===== config.mk =====
export PLATFORM = sky130hd
export DESIGN_NAME = reg_write_sequencer
export DESIGN_NICKNAME = d
export VERILOG_FILES = /design/src/rtl/reg_write_sequencer_pkg.sv /design/src/rtl/reg_write_sequencer_lowest_set_encoder.sv /design/src/rtl/reg_write_sequencer.sv
export SDC_FILE = /design/constraint.sdc
export NUM_CORES = 1
export LEC_CHECK = 0
export CORE_MARGIN = 2
export CORE_UTILIZATION = 52
export DETAILED_ROUTE_END_ITERATION = 8
export PLACE_DENSITY = 0.82
export SKIP_LAST_GASP = 1
export SLEW_MARGIN = 20
export SYNTH_ARGS = -nofsm -noshare
export SYNTH_HDL_FRONTEND = slang
export SYNTH_SLANG_ARGS = --single-unit

===== constraint.sdc =====
create_clock -name clk -period 2.85 [get_ports clk]
set_input_delay 0.285 -clock clk [delete_from_list [all_inputs] [get_ports clk]]
set_output_delay 0.285 -clock clk [all_outputs]
set_load 0.01 [all_outputs]

===== src/rtl/reg_write_sequencer_pkg.sv =====
// Shared constants and types for the register writeback path.
// NUM_REGS / ADDR_W are shared with the write decoder and the register file.
// The sequencer FSM state type lives here so checkers can bind to it.
package reg_write_sequencer_pkg;

  localparam int NUM_REGS = 32;
  localparam int ADDR_W   = 5;

  typedef enum logic {
    IDLE = 1'b0,
    RUN  = 1'b1
  } seq_state_e;

endpackage


===== src/rtl/reg_write_sequencer_lowest_set_encoder.sv =====
// lowest_set_encoder: purely combinational one-hot/bitmap to binary encoder.
// Reports the index of the lowest set bit of the input bitmap.
// Ports:
//   bits  - input bitmap (NUM_REGS bits)
//   index - index of the lowest set bit; 0 when no bit is set
//   any   - high when at least one bit is set
module lowest_set_encoder #(
  parameter int NUM_REGS = reg_write_sequencer_pkg::NUM_REGS,
  parameter int ADDR_W   = reg_write_sequencer_pkg::ADDR_W
) (
  input  logic [NUM_REGS-1:0] bits,
  output logic [ADDR_W-1:0]   index,
  output logic                any
);

  // Scan from the top down so the lowest set bit is the last one to win.
  always_comb begin
    index = '0;
    for (int i = NUM_REGS - 1; i >= 0; i--) begin
      if (bits[i]) index = ADDR_W'(i);
    end
  end

  assign any = |bits;

endmodule


===== src/rtl/reg_write_sequencer.sv =====
// reg_write_sequencer: serialises a bitmap of registers pending writeback
// into (RegWrite, WriteReg) pairs, lowest index first, one per accepted cycle.
//
// Handshakes (valid/ready): a request transfers on a rising edge where
// req_valid && req_ready; a write transfers on a rising edge where
// RegWrite && wb_ready. A holder of valid keeps its payload stable until the
// transfer; while RegWrite waits on wb_ready, WriteReg does not change.
//
// Ports:
//   clk, rst            - clock, synchronous active-high reset
//   req_valid, req_mask - incoming bitmap (bit i = register i)
//   req_ready           - sequencer idle and not being flushed
//   flush               - abandon the current sequence (no done pulse)
//   wb_ready            - write port accepts the current write
//   RegWrite, WriteReg  - write request and register index
//   busy                - sequence in progress
//   done                - one-cycle pulse after a sequence completes
//
// All outputs except req_ready decode registered state only; req_ready
// additionally gates on flush so a flushing cycle never accepts a request.
module reg_write_sequencer
  import reg_write_sequencer_pkg::*;
#(
  parameter int NUM_REGS = reg_write_sequencer_pkg::NUM_REGS,
  parameter int ADDR_W   = reg_write_sequencer_pkg::ADDR_W
) (
  input  logic                clk,
  input  logic                rst,
  input  logic                req_valid,
  input  logic [NUM_REGS-1:0] req_mask,
  output logic                req_ready,
  input  logic                flush,
  input  logic                wb_ready,
  output logic                RegWrite,
  output logic [ADDR_W-1:0]   WriteReg,
  output logic                busy,
  output logic                done
);

  seq_state_e          state_q, state_d;
  logic [NUM_REGS-1:0] pending_q, pending_d;
  logic                done_q, done_d;
  logic [ADDR_W-1:0]   low_index;
  logic                low_any;

  lowest_set_encoder #(
    .NUM_REGS (NUM_REGS),
    .ADDR_W   (ADDR_W)
  ) u_encoder (
    .bits  (pending_q),
    .index (low_index),
    .any   (low_any)
  );

  always_ff @(posedge clk) begin
    if (rst) begin
      state_q   <= IDLE;
      pending_q <= '0;
      done_q    <= 1'b0;
    end else begin
      state_q   <= state_d;
      pending_q <= pending_d;
      done_q    <= done_d;
    end
  end

  always_comb begin
    state_d   = state_q;
    pending_d = pending_q;
    done_d    = 1'b0;
    case (state_q)
      IDLE: begin
        if (req_valid && req_ready) begin
          pending_d = req_mask;
          state_d   = RUN;
        end
      end
      RUN: begin
        if (flush) begin
          // A write accepted this same cycle still counts as issued.
          pending_d = '0;
          state_d   = IDLE;
        end else if (!low_any) begin
          // Empty mask: one busy cycle, then complete.
          state_d = IDLE;
          done_d  = 1'b1;
        end else if (wb_ready) begin
          // x & (x-1) clears exactly the lowest set bit.
          pending_d = pending_q & (pending_q - NUM_REGS'(1));
          if (pending_d == '0) begin
            state_d = IDLE;
            done_d  = 1'b1;
          end
        end
      end
      default: begin
        state_d   = IDLE;
        pending_d = '0;
      end
    endcase
  end

  assign req_ready = (state_q == IDLE) && !flush;
  assign busy      = (state_q == RUN);
  assign RegWrite  = (state_q == RUN) && low_any;
  assign WriteReg  = low_index;
  assign done      = done_q;

endmodule

* Word level (Yosys, flattened, before mapping) *
Index checks and enable logic that the tools add are counted.

storage, ports and cells
  output and inout bits = 9
  bits in registers = 34

operators by class
  reductions and logical operators = 8
  eq/ne operators = 3
  bitwise operators = 2
  add/sub/neg operators = 1
  mux-type cells = 46

operator list
  operator               number
  $mux 5                 32
  $mux 32                4
  $pmux 32 s2            1
  $and 32x32->32         1
  $logic_not 32->1       1
  $reduce_or 32->1       1
  $sub 32x1->32 const B  1
  $mux 1                 8
  $logic_and 1x1->1      3
  $ne 3x2->1 const B     1
  $ne 3x3->1 const B     1
  $reduce_and 3->1       1
  $reduce_or 3->1        1
  $ne 2x2->1 const B     1
  $pmux 1 s2             1
  $logic_not 1->1        1
  $not 1->1              1

* Longest topological paths before layout *
  word-level depth = 32
  gate-level depth with buffers = 9
  gate-level depth less buffers = 7

* Cells and area by module *
A second synthesis with hierarchy kept.

unflattened totals
  cells, all modules = 315
  area total of the unflattened synthesis = 2316.0 µm²

by module, submodules not included
  module               cells an instance  area each (µm²)  sequential area each (µm²)  instances
  reg_write_sequencer  250                1930.6           680.7                       1
  lowest_set_encoder   65                 385.4            0.0                         1

* Worst setup path before layout *
Ideal clock, no wire load.

  path kind = register -> register
  start = register pending_q[12]
  end = register state_q (netlist: busy)
  setup slack = 490 ps
  data arrival time = 2228 ps
  data required time = 2718 ps
  stages on the path, launching flop included = 9
  period minus slack after synthesis = 2360 ps
  buffers on the path = 1
  setup time = 132 ps
  path through = dfxtp_1 -> buf_6 -> nor4_4 -> nand4_4 -> or3_4 -> a222oi_1 -> nor4b_4 -> a211o_1 -> a21oi_1

between the ends
  cells in the longest elaborated chain, start to end = 8

RTL lines
  element                 RTL line                   RTL
  start, declared         reg_write_sequencer.sv:41  logic [NUM_REGS-1:0] pending_q, pending_d;
  start signal, assigned  reg_write_sequencer.sv:62  pending_q <= pending_d;
  $sub 32x1->32           reg_write_sequencer.sv:89  pending_d = pending_q & (pending_q - NUM_REGS'(1));
  $and 32x32->32          reg_write_sequencer.sv:89
  $logic_not 32->1        reg_write_sequencer.sv:90  if (pending_d == '0) begin
  $mux 1                  reg_write_sequencer.sv:90
  $mux 1                  reg_write_sequencer.sv:87  end else if (wb_ready) begin
  $mux 1 *                reg_write_sequencer.sv:83  end else if (!low_any) begin
  $mux 1 *                reg_write_sequencer.sv:79  if (flush) begin
  $pmux 1 s2 *            reg_write_sequencer.sv:71  case (state_q)
  end signal, assigned    reg_write_sequencer.sv:61  state_q <= state_d;
  end, declared           reg_write_sequencer.sv:40  seq_state_e state_q, state_d;

Mark *: on every way between the ends. The rest lies on a longest branch, timed or not.
A chain may end at the register's enable or synchronous reset.

* Worst setup path in the final report *
  start = register pending_q[5]
  end = output RegWrite

between the ends
  cells in the longest elaborated chain, start to end = 2

RTL lines
  element            RTL line                                      RTL
  $reduce_or 32->1   reg_write_sequencer_lowest_set_encoder.sv:24  assign any = |bits;
  $logic_and 1x1->1  reg_write_sequencer.sv:105                    assign RegWrite = (state_q == RUN) && low_any;
  end, declared      reg_write_sequencer.sv:34                     output logic RegWrite,

No other way between the ends.

==> impl_metrics.env <==
export IMPL_outcome="finished clean"
export IMPL_dominant_cells_by_area_after_synthesis="dfxtp_1 (29%), a21oi_1 (11%), nor2_1 (6.3%), o21ai_0 (4.6%), nand2_1 (4.6%)"
export IMPL_port_buffers=45
export IMPL_nets_final=402
export IMPL_area_leader_netlist="dfxtp_1"
export IMPL_syn_to_final_growth_pct=24.7
export IMPL_worstPathArrival_ps=2470
export IMPL_dpl_hpwl_um=4940
export IMPL_boundaryPins=46
export IMPL_setup_viol_count_final=0
export IMPL_grt_pass1_vias=2346
export IMPL_fill_cells=376
export IMPL_drive_above_1_share=0.129
export IMPL_cts_htree_levels=2
export IMPL_hold_class="in2reg"
export IMPL_drt_first_iter_violations=356
export IMPL_yosys_warnings=0
export IMPL_grt_overflow_total=0
export IMPL_synth_async_sr_flop_share=0
export IMPL_tritoncts_num_buffers=5
export IMPL_critical_path_max_fanout=13
export IMPL_syn_num_nets=362
export IMPL_synth_area_um2=2380
export IMPL_count_of_antenna_violating_nets_left_after_detailed_routing=0
export IMPL_place_congestion=0.936
export IMPL_grt_antenna_before_repair=0
export IMPL_cts_root_buf="clkbuf_8"
export IMPL_die_area_um2=5130
export IMPL_num_antenna_cells=0
export IMPL_netlist_instances=325
export IMPL_post_route_utilization=0.676
export IMPL_post_synth_cell_area_avg_um2=7.31
export IMPL_power_density_nw_per_um2=476
export IMPL_yosysMostFrequentCell="a21oi_1"
export IMPL_drt_wirelength_per_cell_um=16.1
export IMPL_stdcell_area_um2=2960
export IMPL_core_area_um2=4380
export IMPL_criticalPathCategory="reg2out"
export IMPL_cts_max_path_buffers=2
export IMPL_timing_max_transition_violations_final=0
export IMPL_synth_seq_cells=34
export IMPL_first_pass_iters=5
export IMPL_rsz0062_at_grt="true"
export IMPL_cts_sinks=34
export IMPL_cts_hold_repair_buffers=0
export IMPL_grt_util_all_layers=0.269
export IMPL_post_synth_edffs=0
export IMPL_slew_headroom=0.377
export IMPL_cts_clk_slew_worst_paths_ps=70
export IMPL_final_clock_skew_ps=3.39
export IMPL_max_cap_violations=0
export IMPL_synth_top_cell_area_share=0.286
export IMPL_num_vias=2673
export IMPL_worstPathCellList="or4_1 > nor3_4 > buf_4 > and3_1 > nor2_1 > clkdlybuf4s50_1"
export IMPL_timing_critical_path_required_ps=2570
export IMPL_initial_utilization=0.542
export IMPL_max_stage_delay_ps=620
export IMPL_final_hold_violation_count=0
export IMPL_synth_top_flop_cell="dfxtp_1"
export IMPL_dpl_instance_area_um2=2870
export IMPL_cp_start_kind="flip-flop"
export IMPL_synth_commonest_cells="a21oi_1 (50), nor2_1 (40), dfxtp_1 (34)"
export IMPL_final_period_util=0.967
export IMPL_sequential_share_of_the_synthesized_area=0.286
export IMPL_endpoint_class_of_the_critical_path="output port"
export IMPL_core_rowCount=24
export IMPL_die_width_um=71.6
export IMPL_synthDistinctLibCells=58
export IMPL_vias_per_cell=6.41
export IMPL_power_ir_vdd_worst_mv=0.350
export IMPL_power_leakage_nw=1.06
export IMPL_clock_latency_ps=290
export IMPL_die_h_um=71.6
export IMPL_postRouteWirelength_um=6710
export IMPL_global_route_wire_length_before_repair_um=10900
export IMPL_route_detailed_drc=0
export IMPL_cp_slowest_cell="or4_1"
export IMPL_largest_net_degree_at_the_start_of_global_routing=23
export IMPL_clock_fmax_ghz=0.363
export IMPL_tritoncts="yes"
export IMPL_fin_crit_ps=2760
export IMPL_max_slew_worst_pin_slew_ps=934
==> per-layer routing <==
metal | share of wire | wire length, um | global-route usage | vias up
met5 | 0 | 0 | 0 | -
met4 | 0.026 | 176 | 0.105 | 0
met3 | 0.071 | 474 | 0.0436 | 20
met2 | 0.48 | 3200 | 0.435 | 127
met1 | 0.43 | 2860 | 0.361 | 1242
li1 | - | - | - | 1284
==> cells in the final DEF, fill, tap and decap left out, types with 2 or more instances in the layout <==
master	n
a2111oi_0	2
a211o_1	3
a211oi_1	4
a21oi_1	50
a221oi_1	7
a31oi_1	9
a32oi_1	2
and2_1	3
buf_4	18
clkbuf_1	2
clkbuf_8	5
clkdlybuf4s50_1	45
dfxtp_1	32
dfxtp_2	2
inv_1	8
nand2_1	29
nand2b_1	2
nand3_1	2
nand4_2	2
nor2_1	40
nor3_1	20
nor3_2	2
nor4_1	5
nor4_2	2
nor4_4	3
o211ai_1	2
o21ai_0	22
o21ai_1	6
o31a_1	2
or3_1	2
or4_1	3
==> power breakdown <==
group	switching (mW)	leakage, nW	internal, mW
Sequential	0.0460	0.278	0.499
Clock	0.177	0.0383	0.168
Combinational	0.265	0.746	0.256
==> timing repair <==
action | CTS | global route
setup buffers | 0 | 0
setup endpoints to repair | 0 | 3
gates resized for setup | 0 | 5
==> kinds of logic (layout without fill, tap and decap cells) <==
logic type      Yosys count  after routing  synth area share
compound gates          123            123             0.317
fa+ha+maj                 2              2           0.00895
buf+inv                  38             78            0.0779
flops                    34             34             0.286
simple gates            128            128             0.310
==> cell type report <==
cell class                 count  area [um^2]  share of cell area
clock buffer                   7         76.3              0.0257
inverter                       8         30.0              0.0101
multi-input combinational    253         1520               0.514
sequential                    34          683               0.230
tap                           52         65.1              0.0220
timing repair buffer          63          586               0.198
==> metrics by stage <==
stage / hold slack (ps) / TNS [ps] / total power [mW] / cells / setup WS (ps)
floorplan: 421 / 0 / 0.873 / 325 / 490
global placement: 530 / 0 / 1.06 / 410 / 310
detailed placement: 537 / 0 / 1.06 / 410 / 278
CTS: 532 / 0 / 1.41 / 417 / 28.9
global route: 548 / -48.8 / 1.49 / 417 / -33.4
finish: 535 / 0 / 1.41 / 417 / 94.0
==> sequential cells by signal, indices dropped and copies added, names as in the netlist <==
register,count
done,1
pending_q,32
busy,1
==> worst max-delay path: cells and delay by family (launching register included) <==
kind,cells,cell delay (ps)
buf+inv,2,690
simple gates,4,1090
flops,1,390
==> worst paths after layout <==
path / from / end / slack, ps / cells after the start
worst max register to register: pending_q[5] / busy / 280 / 8
worst max-delay path: pending_q[5] / RegWrite / 90 / 6
worst min register to register: pending_q[20] / pending_q[20] / 540 / 2
worst min-delay path: req_mask[25] / pending_q[25] / 540 / 3
No activity file was read; power rests on OpenSTA's default activity.
